File: src/rtl/cmd_queue_pkg.sv
// Shared definitions for the command queue: command width, release-FSM
// state encoding and a width helper used for counters and pointers.
package cmd_queue_pkg;

  localparam int unsigned CMD_W = 16;

  typedef enum logic [1:0] {
    IDLE    = 2'd0,
    PRESENT = 2'd1,
    GAP     = 2'd2
  } q_state_t;

  // Bits needed to address/count v distinct values, never less than one bit.
  function automatic int unsigned clog2_min1(input int unsigned v);
    return (v <= 1) ? 1 : $clog2(v);
  endfunction

endpackage

File: src/rtl/cmd_fifo.sv
// Circular command store: DEPTH entries, write/read pointers and an
// occupancy count. Flush clears pointers and count but leaves the storage
// contents untouched; only reset zeroes the storage.
module cmd_fifo
  import cmd_queue_pkg::*;
#(
  parameter  int unsigned DEPTH = 4,
  localparam int unsigned CNT_W = $clog2(DEPTH + 1)
) (
  input  logic             clk,
  input  logic             rst,
  input  logic             push_i,
  input  logic             pop_i,
  input  logic             flush_i,
  input  logic [CMD_W-1:0] wdata_i,
  output logic [CMD_W-1:0] rdata_o,
  output logic [CNT_W-1:0] cnt_o,
  output logic             full_o,
  output logic             empty_o
);

  localparam int unsigned PTR_W = clog2_min1(DEPTH);

  logic [CMD_W-1:0] mem_q [DEPTH];
  logic [PTR_W-1:0] wr_ptr_q, wr_ptr_d;
  logic [PTR_W-1:0] rd_ptr_q, rd_ptr_d;
  logic [CNT_W-1:0] cnt_q, cnt_d;

  // Next pointers and count; DEPTH is a power of two so pointers wrap naturally.
  always_comb begin
    wr_ptr_d = wr_ptr_q;
    rd_ptr_d = rd_ptr_q;
    cnt_d    = cnt_q;
    if (flush_i) begin
      wr_ptr_d = '0;
      rd_ptr_d = '0;
      cnt_d    = '0;
    end else begin
      if (push_i) wr_ptr_d = wr_ptr_q + PTR_W'(1);
      if (pop_i)  rd_ptr_d = rd_ptr_q + PTR_W'(1);
      case ({push_i, pop_i})
        2'b10:   cnt_d = cnt_q + CNT_W'(1);
        2'b01:   cnt_d = cnt_q - CNT_W'(1);
        default: cnt_d = cnt_q;
      endcase
    end
  end

  // Pointer and count registers.
  always_ff @(posedge clk or posedge rst) begin
    if (rst) begin
      wr_ptr_q <= '0;
      rd_ptr_q <= '0;
      cnt_q    <= '0;
    end else begin
      wr_ptr_q <= wr_ptr_d;
      rd_ptr_q <= rd_ptr_d;
      cnt_q    <= cnt_d;
    end
  end

  // Command storage; a flush never writes, so an abort cannot sneak a word in.
  always_ff @(posedge clk or posedge rst) begin
    if (rst) begin
      for (int i = 0; i < int'(DEPTH); i++) mem_q[i] <= '0;
    end else if (push_i && !flush_i) begin
      mem_q[wr_ptr_q] <= wdata_i;
    end
  end

  assign rdata_o = mem_q[rd_ptr_q];
  assign cnt_o   = cnt_q;
  assign full_o  = (cnt_q == CNT_W'(DEPTH));
  assign empty_o = (cnt_q == '0);

endmodule

File: src/rtl/cmd_queue.sv
// Command scheduler between the UART command wrapper and the command
// processor: buffers route commands in arrival order and releases them one
// at a time, with a programmable quiet gap after each release. Abort
// flushes everything pending.
module cmd_queue
  import cmd_queue_pkg::*;
#(
  parameter  int unsigned DEPTH   = 4,
  parameter  int unsigned GAP_CYC = 1024,
  localparam int unsigned CNT_W   = $clog2(DEPTH + 1)
) (
  input  logic             clk,
  input  logic             rst,
  input  logic [CMD_W-1:0] cmd_in,
  input  logic             cmd_in_vld,
  output logic             clr_cmd_in,
  output logic [CMD_W-1:0] cmd_out,
  output logic             cmd_rdy,
  input  logic             clr_cmd_rdy,
  input  logic             abort,
  output logic [CNT_W-1:0] cnt,
  output logic             full,
  output logic             empty
);

  localparam int unsigned GAP_W    = clog2_min1(GAP_CYC + 1);
  localparam int unsigned GAP_LOAD = (GAP_CYC > 0) ? GAP_CYC - 1 : 0;

  q_state_t   state_q, state_d;
  logic [GAP_W-1:0] gap_q, gap_d;
  logic       rdy_q, rdy_d;
  logic       accept;
  logic       pop;

  // Accept is deliberately combinational so the wrapper sees its clear in
  // the same cycle; full is the registered flag, so a same-cycle pop never
  // frees a slot early.
  assign accept     = cmd_in_vld & ~full & ~abort & ~rst;
  assign clr_cmd_in = accept;

  // A pop only counts while cmd_out is advertised valid.
  assign pop = rdy_q & clr_cmd_rdy & ~abort;

  cmd_fifo #(
    .DEPTH (DEPTH)
  ) u_fifo (
    .clk     (clk),
    .rst     (rst),
    .push_i  (accept),
    .pop_i   (pop),
    .flush_i (abort),
    .wdata_i (cmd_in),
    .rdata_o (cmd_out),
    .cnt_o   (cnt),
    .full_o  (full),
    .empty_o (empty)
  );

  // Release FSM and quiet-gap counter; abort overrides every transition.
  always_comb begin
    state_d = state_q;
    gap_d   = gap_q;
    if (abort) begin
      state_d = IDLE;
      gap_d   = '0;
    end else begin
      case (state_q)
        IDLE: begin
          if (!empty) state_d = PRESENT;
        end
        PRESENT: begin
          if (pop) begin
            if (GAP_CYC == 0) begin
              state_d = IDLE;
            end else begin
              state_d = GAP;
              gap_d   = GAP_W'(GAP_LOAD);
            end
          end
        end
        GAP: begin
          if (gap_q == '0) begin
            state_d = (!empty || accept) ? PRESENT : IDLE;
          end else begin
            gap_d = gap_q - GAP_W'(1);
          end
        end
        default: state_d = IDLE;
      endcase
    end
  end

  // cmd_rdy rises one cycle after PRESENT is entered (cmd_out has settled)
  // and drops on the same edge that leaves PRESENT (pop or abort).
  always_comb begin
    rdy_d = (state_q == PRESENT) && (state_d == PRESENT);
  end

  // State, gap counter and ready flag registers.
  always_ff @(posedge clk or posedge rst) begin
    if (rst) begin
      state_q <= IDLE;
      gap_q   <= '0;
      rdy_q   <= 1'b0;
    end else begin
      state_q <= state_d;
      gap_q   <= gap_d;
      rdy_q   <= rdy_d;
    end
  end

  assign cmd_rdy = rdy_q;

endmodule

File: config.mk
export PLATFORM = sky130hd
export DESIGN_NAME = cmd_queue
export DESIGN_NICKNAME = d
export VERILOG_FILES = /design/src/rtl/cmd_queue_pkg.sv /design/src/rtl/cmd_fifo.sv /design/src/rtl/cmd_queue.sv
export SDC_FILE = /design/constraint.sdc
export NUM_CORES = 1
export LEC_CHECK = 0
export ABC_AREA = 1
export BUFFER_PORTS_ARGS = -buffer_cell sky130_fd_sc_hd__clkbuf_2
export CAP_MARGIN = 20
export CORE_MARGIN = 4
export CORE_UTILIZATION = 45
export CTS_CLUSTER_DIAMETER = 150
export DETAILED_ROUTE_END_ITERATION = 10
export SETUP_SLACK_MARGIN = 0.5
export SLEW_MARGIN = 20
export SYNTH_ARGS = -nofsm -noshare
export SYNTH_HDL_FRONTEND = slang
export SYNTH_SLANG_ARGS = --single-unit
File: constraint.sdc
create_clock -name clk -period 6.2 [get_ports clk]
set_input_delay 0 -clock clk [delete_from_list [all_inputs] [get_ports clk]]
set_output_delay 0 -clock clk [all_outputs]
set_load 0.01 [all_outputs]
==> results.toml <==
[run_status]
outcome = "complete, no violations"

[routing]
ant_nets = 0
drc_errors = 0
via_per_inst = 5.18
wire_per_inst_um = 14.5
vias = 3768
drt_iter0_drc = 164
routed_wirelength_um = 10500
drtPass1Iterations = 4

[die]
initial_core_util = 0.469
row_count = 35
die_x_um = 107
die_h_um = 107
io_pins = 44
die-area_sq_um = 11400
core_sq_um = 9370

[synthesis]
yosys.area.top_type_share = 0.484
yosysMostFrequentCell = "nand2_1"
ys_top_cells_by_area = "dfrtp_1, nand2_1, o21ai_0"
netlist_top_cells_count = "nand2_1, dfrtp_1, o21ai_0"
synth.avg_cell_area_sq_um = 8.09
yosys_warnings = 0
ys_ff_latch = 85
syn-cell-area_sq_um = 4400
synth-edff-count = 0
syn_nets = 571
async_flop_share = 1.00
ys_seq_area_frac = 0.484
netlist_instances = 543
synth.distinct_cells = 32
synth_flop_cell = "dfrtp_1"
yosysTopAreaCell = "dfrtp_1"

[setup_path]
cp_max_fo = 43
crit_buf_inv = 2
cp.required_ps = 6200
crit_slowest_cell = "dfrtp_1"
crit_type = "flop to output pin"
crit_chain = "inv_2 -> a21oi_1 -> o21ai_0 -> o21ai_0 -> clkbuf_2"
crit_arrival_ps = 2410
max_stage_delay_ps = 870
cp_top_family = "flip-flops"
start_kind = "flop"
cp_common_cell = "o21ai_0"
end_kind = "output pin"

[timing]
tns_ps = 0
max_slew_margin = 0.452
worst_pin_slew_ps = 822
min_period_over_period = 0.388
fin_skew_ps = 5.92
slew_viol_final = 0
min_period_ps = 2410
rsz0062_at_grt = "no"
hold_viol = 0
max_freq_mhz = 415
setup_viol = 0

[global_route]
grt_pass1_vias = 3540
grt_max_degree = 62
grtUsageTotal = 0.196
grt.overflow.total = 0
antenna_found_initial = 0
grt_pass1_wl_um = 17900

[finish]
layout-drive-gt1-share = 0.145
nets = 621
diodes = 0
final_cell_area_sq_um = 5020
syn_to_final_growth_pct = 14.2

[pwr]
pwr_density_cell_nw_per_um2 = 304
ir_drop_uv = 159
p_leak_nw = 2.56

[clock_network]
cts_sinks = 85
post_cts_resized = 0
clock_latency_ps = 350
clockRootBuffer = "clkbuf_8"
h-tree-depth = 3
cts_tree = "done"
numCtsBuffers = 9
cts_buffer_depth = 2
clk_pin_slew_worst_paths_ps = 80

[hold_path]
hold_class = "input pin to flop"

[job]
cap_violations = 0

[placed_design]
postPlaceCellArea_sq_um = 4620
gp_routability_congestion = 0.845
io_buffer_count = 43
hpwl_um = 6760
tightest hold or removal path: cells and delay by family:
kind                   cells  cell delay (ps)
buffers and inverters      2              210
AND/OR/NAND/NOR            2              160
power breakdown:
part           switching, mW  internal (mW)  leakage, nW
Combinational          0.225          0.130         1.36
Sequential            0.0641          0.669         1.08
Clock                  0.207          0.230        0.114
Total                  0.496           1.03         2.56
timing repair:
action,4_1_cts,5_1_grt
hold buffers,18,0
endpoints found under the hold margin,90,0
endpoints found under the setup margin,0,0
buffers inserted,0,0
area by class of cell:
| type | instances | area [sq um] |
|---|---|---|
| flip-flops and latches | 85 | 2130 |
| multi-input cells | 392 | 1940 |
| clock buffers | 9 | 124 |
| repair buffers | 63 | 410 |
| well taps | 129 | 161 |
| fillers | 947 | 4350 |
| clock inverters | 7 | 96.3 |
| inverters | 42 | 161 |
final timing paths:
path | slack [ps] | end | cells past startpoint | from
max | 3790 | cmd_out[2] | 5 | u_fifo.rd_ptr_q[0]
max in group asynchronous | 4840 | u_fifo.wr_ptr_q[0] | 4 | rst
min | 40 | cmd_rdy | 4 | clr_cmd_rdy
min reg2reg | 480 | u_fifo.mem_q[6] | 2 | u_fifo.mem_q[6]
min in group asynchronous | 250 | u_fifo.cnt_o[2] | 3 | rst
max reg2reg | 3960 | u_fifo.cnt_o[2] | 10 | u_fifo.cnt_o[0]
sequential cells by signal, indices dropped and copies added, names as in the netlist:
signal and cells:
u_fifo.mem_q 64, u_fifo.rd_ptr_q 2, u_fifo.cnt_o 3, gap_q 11, state_q 2, u_fifo.wr_ptr_q 2, cmd_rdy 1
cells by family after synthesis:
kind of cell	synth area share
simple gates	0.227
flops	0.484
xor+xnor	0.00399
compound gates	0.188
buf+inv	0.0749
fa+ha+maj	0.0216
layer usage:
metal / vias to the layer above / share of wire / track usage
met4: 0 / 0.011 / 0.0484
met2: 78 / 0.48 / 0.308
met3: 10 / 0.044 / 0.0439
met1: 1801 / 0.47 / 0.278
met5: - / 0 / 0
li1: 1879 / - / -
layout by cell type (no fill, tap or decap), types with 2 or more instances in the layout:
master / synthesis / routed
nor2_8: 2 / 2
nand2_4: 2 / 2
o22ai_1: 6 / 6
nand2_1: 152 / 152
clkbuf_8: 0 / 9
inv_6: 0 / 3
o21ai_1: 44 / 44
o21ai_0: 74 / 74
clkinv_2: 0 / 3
o21ai_2: 8 / 8
nand2_2: 2 / 2
a21oi_2: 2 / 2
dlygate4sd3_1: 0 / 18
clkbuf_2: 0 / 43
nor2_4: 4 / 4
nor3_1: 2 / 2
ha_1: 6 / 6
dfrtp_1: 85 / 85
bufinv_16: 0 / 2
a21oi_1: 16 / 16
nand3_1: 24 / 24
inv_1: 40 / 38
nor2_1: 40 / 40
inv_2: 1 / 2
buf_4: 5 / 2
metrics by stage:
step           std cells   util  power (mW)  worst slack, ps  hold slack (ps)
2_1_floorplan        543      -       0.974             4010             72.8
3_3_place_gp         692  0.492        1.08             3930             76.3
3_5_place_dp         693  0.493        1.09             3910             85.7
4_1_cts              727  0.536        1.54             3510             37.9
5_1_grt              727  0.536        1.63             3610             81.4
6_report             727  0.536        1.53             3790             43.9
Power figures use the tool's default switching activity.
